File: src/rtl/sar_search_ctrl.sv
// Successive-approximation search controller driving an external comparator.
// Resolves the target MSB first with early exit on equality.
module sar_search_ctrl #(
    parameter  int WIDTH = 4,
    localparam int SW    = $clog2(WIDTH + 1)
) (
    input  logic             clk,
    input  logic             rst_n,
    input  logic             start,
    input  logic             cmp_gt,
    input  logic             cmp_lt,
    input  logic             cmp_eq,
    output logic [WIDTH-1:0] guess,
    output logic             busy,
    output logic             done,
    output logic [WIDTH-1:0] result,
    output logic             err,
    output logic [SW-1:0]    steps
);

    typedef enum logic [1:0] {
        S_IDLE,
        S_SEARCH,
        S_DONE
    } state_t;

    state_t           r_state;
    state_t           w_state_nxt;
    logic [WIDTH-1:0] r_guess;
    logic [WIDTH-1:0] r_result;
    logic             r_err;
    logic [SW-1:0]    r_steps;
    logic [SW-1:0]    r_ptr;
    logic [SW-1:0]    r_cnt;

    logic             w_valid;
    logic             w_last;
    logic             w_exit;
    logic             w_err;
    logic [WIDTH-1:0] w_bit;
    logic [WIDTH-1:0] w_res;
    logic [WIDTH-1:0] w_guess_nxt;

    // Flags are trusted only when exactly one of them is asserted.
    assign w_valid = (cmp_gt & ~cmp_lt & ~cmp_eq)
                   | (~cmp_gt & cmp_lt & ~cmp_eq)
                   | (~cmp_gt & ~cmp_lt & cmp_eq);
    assign w_last  = (r_ptr == '0);
    assign w_exit  = ~w_valid | cmp_eq | w_last;
    assign w_err   = ~w_valid | (cmp_gt & w_last);
    assign w_bit   = WIDTH'(1) << r_ptr;
    assign w_res   = (w_valid & cmp_lt & w_last) ? (r_guess & ~w_bit) : r_guess;

    assign w_guess_nxt = (cmp_gt ? r_guess : (r_guess & ~w_bit)) | (w_bit >> 1);

    always_ff @(posedge clk or negedge rst_n) begin
        if (!rst_n) begin
            r_state <= S_IDLE;
        end else begin
            r_state <= w_state_nxt;
        end
    end

    always_comb begin
        w_state_nxt = r_state;
        unique case (r_state)
            S_IDLE:   if (start) w_state_nxt = S_SEARCH;
            S_SEARCH: if (w_exit) w_state_nxt = S_DONE;
            S_DONE:   w_state_nxt = S_IDLE;
            default:  w_state_nxt = S_IDLE;
        endcase
    end

    always_comb begin
        busy = (r_state == S_SEARCH);
        done = (r_state == S_DONE);
    end

    always_ff @(posedge clk or negedge rst_n) begin
        if (!rst_n) begin
            r_guess  <= '0;
            r_result <= '0;
            r_err    <= 1'b0;
            r_steps  <= '0;
            r_ptr    <= '0;
            r_cnt    <= '0;
        end else begin
            unique case (r_state)
                S_IDLE: begin
                    if (start) begin
                        r_guess <= WIDTH'(1) << (WIDTH - 1);
                        r_ptr   <= SW'(WIDTH - 1);
                        r_cnt   <= SW'(1);
                    end
                end
                S_SEARCH: begin
                    if (w_exit) begin
                        r_result <= w_res;
                        r_err    <= w_err;
                        r_steps  <= r_cnt;
                        r_guess  <= '0;
                    end else begin
                        r_guess <= w_guess_nxt;
                        r_ptr   <= r_ptr - SW'(1);
                        r_cnt   <= r_cnt + SW'(1);
                    end
                end
                default: begin
                end
            endcase
        end
    end

    assign guess  = r_guess;
    assign result = r_result;
    assign err    = r_err;
    assign steps  = r_steps;

endmodule

File: config.mk
export PLATFORM = sky130hd
export DESIGN_NAME = sar_search_ctrl
export DESIGN_NICKNAME = d
export VERILOG_FILES = /design/src/rtl/sar_search_ctrl.sv
export SDC_FILE = /design/constraint.sdc
export NUM_CORES = 1
export LEC_CHECK = 0
export ABC_AREA = 1
export BUFFER_PORTS_ARGS = -buffer_cell sky130_fd_sc_hd__buf_4
export CAP_MARGIN = 0
export CORE_ASPECT_RATIO = 1.1
export CORE_MARGIN = 2
export CORE_UTILIZATION = 40
export CTS_CLUSTER_DIAMETER = 60
export DETAILED_ROUTE_END_ITERATION = 10
export PLACE_DENSITY_LB_ADDON = 0.25
export SKIP_LAST_GASP = 1
export SLEW_MARGIN = 20
export SYNTH_ARGS = -nofsm -noshare
export SYNTH_HDL_FRONTEND = slang
export SYNTH_SLANG_ARGS = --single-unit
export TNS_END_PERCENT = 20
File: constraint.sdc
create_clock -name clk -period 2.2 [get_ports clk]
set_clock_uncertainty 0.15 [all_clocks]
set_input_delay 0.22 -clock clk [delete_from_list [all_inputs] [get_ports clk]]
set_output_delay 0.22 -clock clk [all_outputs]
set_load 0.02 [all_outputs]
==> run summary, run 1 <==
The logs give 0 for the count of unresolved DRC violations after routing and 143 for the synthesized instance count. Yosys mapped the design onto 21 distinct sky130hd cell types. The portion of the post-synthesis area used by sequential elements was 0.440; the number of top-level pins was 20. The first global-routing pass estimated 4130 um of wire. The latest clock arrival within the worst-skew pair was 0.31 ns. Dividing the detail-routed via count by the number of cells gives 4.78. The number of rows in the core area was 20; the share of power burned in combinational logic was 0.486. For the number of non-filler instances in the completed layout, the log shows 198.

Across all setup checks in the final design, the least slack found is 0.376 ns. The power density over cell area is 1290 nW/um2. The tools report the clock network fraction of design power as 0.176. Static timing analysis puts the maximum clock frequency at 548 MHz. Traced cell by cell, the critical path runs through inv_1 > ha_1 > inv_1 > nor2_8 > inv_2 > nand2_1 > nand2_2 > nand2_2 > nand2_1 > nand2_1.

The height of the die is 59.9 um, and the number of global-route vias before repair is 960. The detailed router finished its first iteration with 16 violations. Routability-driven placement finished with a final weighted congestion of 0.818. The tools report the post-layout total power as 1.75 mW. The top fanout value on the critical path was 13. The share of post-route cells with drive strength above 1 works out to 0.230. The worst hold path startpoint was start. The tools report the root buffer cell as sky130_fd_sc_hd__clkbuf_4. The level count of the clock H-tree came out at 1.

The initial core utilization is 0.417. The run gives 0.337 as the sequential share of power. The data required time of the worst path was 2.26 ns.

The critical register-to-register path endpoint was r_ptr[0]$_DFFE_PN0P_. Yosys printed 0 warnings. Entering global routing, the biggest net connects 21 pins. Post-CTS timing repair inserted 0 buffers for setup. The most common library cell in the layout ignoring fill and taps was sky130_fd_sc_hd__nand2_1. The worst hold path was traced through 3 stages. The number of nets handed over by synthesis was 155.

The tools report the number of vias in the routed layout as 947. The run gives 1810 um as the post-DP HPWL. Before antenna repair, the detailed router went through 4 iterations.

The final hold violation count is 0, and the worst path arrival time is 1.88 ns. The largest vdd supply drop was 0.703 mV; the final clock period utilization by the worst path was 0.829. In this run, synthesis produced a sequential element count of 20. TritonCTS built the clock tree. The class of the worst hold path is in -> reg. The kind of start point of the critical path was a flop. The cell area that synthesis handed to floorplanning was 1140 um2. The number of antenna diodes in the final layout is 0.

Cell internal power was estimated by the tool at 0.976 mW. From left edge to right edge, the die measures 54.8 um. In the final timing run, aggregate negative setup slack is 0 ns. The max-slew violation count is 0, and the count of port buffers added during placement is 19. The tools report the core footprint as 2730 um2.

Count of nets after finishing: 178. The transition time of the tightest slew-check pin is 0.353 ns, and the worst slew slack as a fraction of its limit is 0.765. Buffers inserted during clock tree synthesis total 3. The nature of the critical path endpoint is a flop.

Relative to the synthesized area, the layout overhead comes to 19.7%. Across the run, the number of max-cap violations was 0. The length in cells of the worst reg-to-reg path is 10, and the clock transition at the register clock pins on the worst setup and hold paths after CTS is 0.13 ns. The critical path is of the reg -> reg type. For the number of hold-repair buffers added at the cts stage, the log shows 1. In this run the power spent charging and discharging nets is 0.774 mW.

The switching share of total power came out at 0.442. The clock passes through at most 2 buffers. Including well taps, the total number of placed cells is 193. The largest individual stage delay along the critical path comes from the cell sky130_fd_sc_hd__dfrtp_1.

The tools report the start of the worst register-to-register path as r_ptr[0]$_DFFE_PN0P_. Summed over all layers, the global routing overflow is 0. For the final count of negative-setup-slack endpoints, the log shows 0. OpenSTA, run right after detailed placement, puts the worst setup slack at 0.412 ns. The mean routed wirelength per cell works out to 11.8 um.

The global-route total usage across every layer was 0.174. Leaving out fill and tap cells, the most frequent cells in the layout are sky130_fd_sc_hd__nand2_1, sky130_fd_sc_hd__dfrtp_1, sky130_fd_sc_hd__buf_4. The detail route stage leaves a number of antenna-violating nets equal to 0.

The shortest period the worst path allows was 1.82 ns. Setup repair after global routing left no endpoint under its margin. The run gives 0 as the number of gates resized after cts. The tools report the hold-critical path endpoint as r_state[0]$_DFFE_PN0P_.

The mean post-synth cell area works out to 7.95 um2. CTS saw 20 sinks. The run finished with clean final reports. For this run, the slowest stage of the critical path takes 0.44 ns. The total wire length was 2330 um. In this design, the critical path's most frequently occurring cell is sky130_fd_sc_hd__nand2_1. The logs give 3290 um2 for the die area and 0 for the initial antenna violation count. Worst reg-to-reg setup slack: 0.38 ns.

In this run the static leakage power is 0.754 nW.
==> Yosys cell counts, drive strengths merged <==
cell	instances	area (um2)
nand2	65	269
dfrtp	20	500
inv	15	56.3
nor2	13	82.6
o21ai	10	53.8
ha	6	75.1
nand3	5	30.0
buf	3	30.0
a21oi	2	10.0
nand4	2	12.5
xor2	2	17.5
==> cell type report <==
class                      count  area, um2
multi-input combinational    105        551
tap                           33       41.3
sequential                    20        500
timing repair buffer          21        160
inverter                      15       56.3
clock inverter                 1       30.0
clock buffer                   3       22.5
fill                         277       1370
==> critical path: cells and delay by family (launching register included) <==
kind / cells / cell delay (ns)
adders and majority gates: 1 / 0.20
buffers and inverters: 3 / 0.32
DFF: 1 / 0.44
and+or+nand+nor: 6 / 0.60
==> worst max path at each step <==
stage,start,to,slack (ns),depth (start not counted)
after floorplan,r_ptr[0]$_DFFE_PN0P_,result[2]$_DFFE_PN0P_,0.68,10
after detailed placement,r_ptr[0]$_DFFE_PN0P_,r_ptr[0]$_DFFE_PN0P_,0.41,10
final,r_ptr[0]$_DFFE_PN0P_,r_ptr[0]$_DFFE_PN0P_,0.38,10
after CTS,r_ptr[0]$_DFFE_PN0P_,r_ptr[0]$_DFFE_PN0P_,0.38,10
after global routing,r_ptr[0]$_DFFE_PN0P_,r_cnt[1]$_DFFE_PN0P_,0.18,10
after global placement,r_ptr[0]$_DFFE_PN0P_,r_cnt[0]$_DFFE_PN0P_,0.47,10
==> power groups by stage <==
stage / Sequential (mW) / Clock (mW) / Combinational, mW
after global routing: 0.610 / 0.331 / 0.987
after CTS: 0.590 / 0.313 / 0.860
after global placement: 0.593 / 0 / 0.843
after floorplan: 0.647 / 0 / 0.555
after detailed placement: 0.598 / 0 / 0.855
final: 0.590 / 0.309 / 0.851
==> kinds of logic (layout without fill, tap and decap cells) <==
| logic type | Yosys count | count (layout) | synth area share |
|---|---|---|---|
| and+or+nand+nor | 85 | 85 | 0.347 |
| DFF | 20 | 20 | 0.440 |
| buffers and inverters | 18 | 40 | 0.0759 |
| AOI/OAI and AO/OA | 12 | 12 | 0.0561 |
| adders and majority gates | 6 | 6 | 0.0660 |
| xor gates and xnor gates | 2 | 2 | 0.0154 |
==> metal layers <==
layer | GRT usage | share of wire | wire, um | up-vias
met5 | 0 | 0 | 0 | -
met4 | 0.0786 | 0.029 | 68 | 0
met3 | 0.0225 | 0.030 | 69 | 8
met2 | 0.289 | 0.49 | 1140 | 21
met1 | 0.221 | 0.45 | 1050 | 431
li1 | - | - | - | 487
==> state kept, by name (all words and copies together), names as in the netlist <==
register and count:
steps 3, r_state 2, r_cnt 3, result 4
r_ptr 3, err 1, guess 4
==> through the flow <==
stage	utilization	area, um2	hold WS [ns]
2_1_floorplan	-	1140	-0.226
3_3_place_gp	0.476	1300	-0.0362
3_5_place_dp	0.476	1300	-0.0357
4_1_cts	0.499	1360	0.0482
5_1_grt	0.499	1360	0.0695
6_report	0.499	1360	0.0530
(Power assumes the default switching activity.)
==> run 2: changes to the inputs <==
--- a/config.mk
+++ b/config.mk
@@ -5,7 +5,7 @@
 export SDC_FILE = /design/constraint.sdc
 export NUM_CORES = 1
 export LEC_CHECK = 0
-export ABC_AREA = 1
+export ABC_AREA = 0
 export BUFFER_PORTS_ARGS = -buffer_cell sky130_fd_sc_hd__buf_4
 export CAP_MARGIN = 0
 export CORE_ASPECT_RATIO = 1.1
==> constraint.sdc (replaced) <==
create_clock -name clk -period 1.8 [get_ports clk]
set_clock_uncertainty 0.15 [all_clocks]
set_input_delay 0.18 -clock clk [delete_from_list [all_inputs] [get_ports clk]]
set_output_delay 0.18 -clock clk [all_outputs]
set_load 0.02 [all_outputs]
==> run 2 against run 1 <==
Register-to-register slack got worse by 0.37 ns. Cell area decreased by 4.0%. Combinational power increased by 16%. Clock power decreased by 35%. Critical path type unchanged. Wire length decreased by 13%. First-iteration DRC count increased by 6.3%. Sequential cell count unchanged. Highest routed layer unchanged.
==> run summary, run 2 <==
The logs give 17 (+1) for the initial DRC count and 0.529 (+0.0298) for the fraction of the core area covered by cells at the end of the flow. The worst reg-to-reg setup slack came out at 0.007 ns (-0.37 ns). The number of synthesized flops with an enable pin was 0 (unchanged). The logs give 0 (unchanged) for the count of maximum capacitance violations and 20 (unchanged) for the number of top-level pins.

The portion of the post-synthesis area used by sequential elements was 0.487 (+0.0472). The worst setup path is of the reg -> reg kind. Cell with the largest stage delay on the worst path: sky130_fd_sc_hd__dfrtp_1. The start of the worst register-to-register path was r_ptr[1]$_DFFE_PN0P_. Power density over cell area: 1470 nW/um2 (+14%). The count of nets after finishing is 141 (-21%), and the initial core utilization is 0.415 (-0.00149).

The switching power was 0.787 mW (+1.7%); the final worst slack was 0.00690 ns (-0.369 ns). The mean post-synth cell area works out to 10.7 um2 (+35%). For the data required time of the worst path, the log shows 1.88 ns (-0.38 ns).

The length in cells of the worst reg-to-reg path was 8 (-2). The clock network fraction of design power is 0.105 (-0.071), and the first-pass GRT wire length is 3350 um (-19%). The largest net degree at the start of global routing was 21 (unchanged); the number of iterations in the first detailed-routing pass was 4 (unchanged). The number of gates resized after cts was 0 (unchanged). The number of non-filler instances in the completed layout came out at 158 (-20%). The run gives 1.87 ns (about the same) as the worst path arrival time.

For the met2 capacity usage during global routing, the log shows 0.257 (-0.0320). The cell family contributing the most delay on the critical path is simple AND/OR/NAND/NOR gates. In the layout the commonest cells are sky130_fd_sc_hd__buf_4, sky130_fd_sc_hd__dfrtp_1, sky130_fd_sc_hd__nand2_1.

For the latest clock arrival within the worst-skew pair, the log shows 0.29 ns (-0.02 ns). Count of unresolved DRC violations after routing: 0 (unchanged). The number of cells on the worst hold path was 3 (unchanged); the number of antenna-violating nets in the routed design was 0 (unchanged).

The run gives 0.0104 ns (-0.402 ns) as the setup slack after placement. The logs give 1310 um2 (-4.0%) for the area of all placed cells without fillers and 0 (unchanged) for the antenna cell count. The shortest period the worst path allows is 1.79 ns (-0.0305 ns). The max-slew violation count is 0 (unchanged).

The minimum hold slack was 0.0936 ns (+0.0406 ns). From synthesis to final layout, the design area changed by 27.3%. Area of placed instances: 1260 um2 (-3.0%).

The largest vdd supply drop came out at 0.750 mV (+6.8%). Yosys attributes the largest share of cell area to sky130_fd_sc_hd__dfrtp_1, sky130_fd_sc_hd__ha_1, sky130_fd_sc_hd__nand2_1. Yosys instantiated no cell more often than sky130_fd_sc_hd__dfrtp_1. The global-route total usage across every layer was 0.150 (-0.0238); the top fanout value on the critical path was 4 (-9). The logs give 558 MHz (+1.7%) for the timing-limited maximum frequency and 1.92 mW (+9.9%) for the post-layout total power.

The transition time of the tightest slew-check pin is 0.364 ns (+0.0110 ns). The critical path depth is 8 (-2), and the number of rows in the core area is 19 (-5.0%). The height of the die was 57.2 um (-4.6%); the CTS sink count was 20 (unchanged).

The total wire length is 2020 um (-13%), and the final count of negative-setup-slack endpoints is 0 (unchanged). Walking the worst path, the cells encountered are inv_1 > ha_2 > nor2b_4 > buf_4 > nor4_4 > buf_4 > a31oi_1 > nor2_1. The run gives 0 (unchanged) as the total congestion overflow. For the post-DP HPWL, the log shows 1600 um (-12%). The worst setup path is captured at a flop. The tools report the leakage power figure as 0.639 nW (-15%). The count of port buffers added during placement was 19 (unchanged); the async set or reset register ratio after synthesis was 1.00 (unchanged). Share of post-route cells with drive strength above 1: 0.315 (+0.0847). The mean routed wirelength per cell works out to 12.8 um (+8.6%). STA classifies the critical path startpoint as a flop. Leaving out fill and tap cells, the most frequent cell in the layout is sky130_fd_sc_hd__buf_4. The clock transition at the register clock pins on the worst setup and hold paths after CTS works out to 0.10 ns (-0.03 ns).

The cell-internal power is 1.14 mW (+16%), and the cell count after placement is 152 (-21%). Counting stages on the worst path, the most repeated cell is sky130_fd_sc_hd__buf_4. The largest buffer count on any clock path was 2 (unchanged). The tools report the root buffer cell as sky130_fd_sc_hd__clkbuf_4. The worst hold path terminates at r_state[1]$_DFFE_PN0P_. The endpoint identified for the worst register-to-register timing path is guess[0]$_DFFE_PN0P_. The final clock period utilization by the worst path was 0.996 (+0.167). The busiest layer in global routing is met2.

The met1 global-route usage came out at 0.185 (-0.0362). The tools report the summed negative setup slack over all endpoints as 0 ns (unchanged). TritonCTS built the clock tree. The final estimated routing congestion in global placement is 0.742 (-9.3%), and the area fraction of the dominant cell type after synthesis is 0.487 (+0.0472). Core footprint: 2470 um2 (-9.4%). The level count of the clock H-tree came out at 1 (unchanged). The run gives 0.511 (+0.025) as the share of power burned in combinational logic. Sequential share of power: 0.384 (+0.047).

The initial antenna violation count came out at 0 (unchanged). The routed via count divided by cell count was 5.04 (+5.3%). The switching share of total power was 0.409 (-0.0329); the number of global-route vias before repair was 782 (-19%). The synthesized instance count is 96 (-33%).

The tools report the post-synth design cell area as 1030 um2 (-9.7%). For this run, the leading register cell type out of synthesis is sky130_fd_sc_hd__dfrtp_1. The class of the worst hold path was in -> reg. The die span in x came out at 52.3 um (-4.6%). The die area came out at 2990 um2 (-9.0%).

The combined buffer and inverter count along the critical path was 3 (unchanged). Counting instances in the post-synthesis netlist gives the leading cell types as sky130_fd_sc_hd__dfrtp_1, sky130_fd_sc_hd__nand2_1, sky130_fd_sc_hd__o21ai_0, sky130_fd_sc_hd__ha_1, sky130_fd_sc_hd__inv_1. The cell accounting for the most synthesized area was sky130_fd_sc_hd__dfrtp_1. The tools report the final hold violation count as 0 (unchanged). In this run the most critical hold path is launched from cmp_eq.

The CTS buffer count came out at 3 (unchanged). The run finished with clean final reports. For the worst slew slack as a fraction of its limit, the log shows 0.756 (-0.00855). The run gives 30 (+43%) as the count of cell types in the netlist. Setup repair after global routing could not meet its margin everywhere. The delay of the slowest cell on the worst path was 0.39 ns (-0.05 ns); the number of warnings reported in the yosys synthesis log was 0 (unchanged). The tools report the total nets after synthesis as 108 (-30%).

For the number of vias in the routed layout, the log shows 796 (-16%). The routing usage on met3 was 0.0314 (+0.00891). The flip-flop and latch count after synthesis works out to 20 (unchanged).
[run 2: layout make-up]
class                           count  area (um2)
Multi-Input combinational cell     69         503
Timing Repair Buffer               29         220
Clock buffer                        3        22.5
Tap cell                           31        38.8
Inverter                            6        22.5
Sequential cell                    20         500
Fill cell                         235        1160
[run 2: cells by family (layout without fill, tap and decap cells)]
logic type	Yosys count	in the layout	synth area share
buf+inv	7	38	0.0329
simple gates	32	32	0.166
flops	20	20	0.487
compound gates	25	25	0.173
mux	5	5	0.0524
fa+ha+maj	6	6	0.0731
xor+xnor	1	1	0.0158
[run 2: how the worst max path moves through the flow]
stage                                      end  slack [ns]            startpoint
after detailed placement  r_cnt[1]$_DFFE_PN0P_        0.01  r_ptr[1]$_DFFE_PN0P_
after floorplan           steps[1]$_DFFE_PN0P_      0.0002  r_ptr[0]$_DFFE_PN0P_
after global placement    r_cnt[1]$_DFFE_PN0P_        0.08  r_ptr[1]$_DFFE_PN0P_
after CTS                 guess[0]$_DFFE_PN0P_        0.05  r_ptr[1]$_DFFE_PN0P_
after global routing      guess[0]$_DFFE_PN0P_       -0.07  r_ptr[1]$_DFFE_PN0P_
final                     guess[0]$_DFFE_PN0P_       0.007  r_ptr[1]$_DFFE_PN0P_
[run 2: repair_timing]
| item | in CTS | in global routing |
|---|---|---|
| endpoints found under the hold margin | 20 | 0 |
| hold buffers | 1 | 0 |
| setup buffers | 0 | 2 |
| endpoints found under the setup margin | 1 | 6 |
| pin swaps | 1 | 1 |
[run 2: power groups by stage]
stage	Combinational, mW	Clock (mW)	Sequential (mW)
after floorplan	0.511	0	0.831
after global placement	0.975	0	0.744
after CTS	0.991	0.215	0.737
final	0.983	0.201	0.738
after detailed placement	0.986	0	0.747
after global routing	1.09	0.231	0.761
[run 2: worst register-to-register path, cell delays in order, from the launching register on]
cell and delay (ns):
sky130_fd_sc_hd__dfrtp_1 0.39, sky130_fd_sc_hd__inv_1 0.07, sky130_fd_sc_hd__ha_2 0.17, sky130_fd_sc_hd__nor2b_4 0.14, sky130_fd_sc_hd__buf_4 0.15, sky130_fd_sc_hd__nor4_4 0.29, sky130_fd_sc_hd__buf_4 0.17, sky130_fd_sc_hd__a31oi_1 0.08
sky130_fd_sc_hd__nor2_1 0.11
[run 2: metal layers]
layer,routed length [um],up-vias
met1,883,382
met2,1050,12
met5,0,-
met4,18,0
met3,65,2
li1,-,400
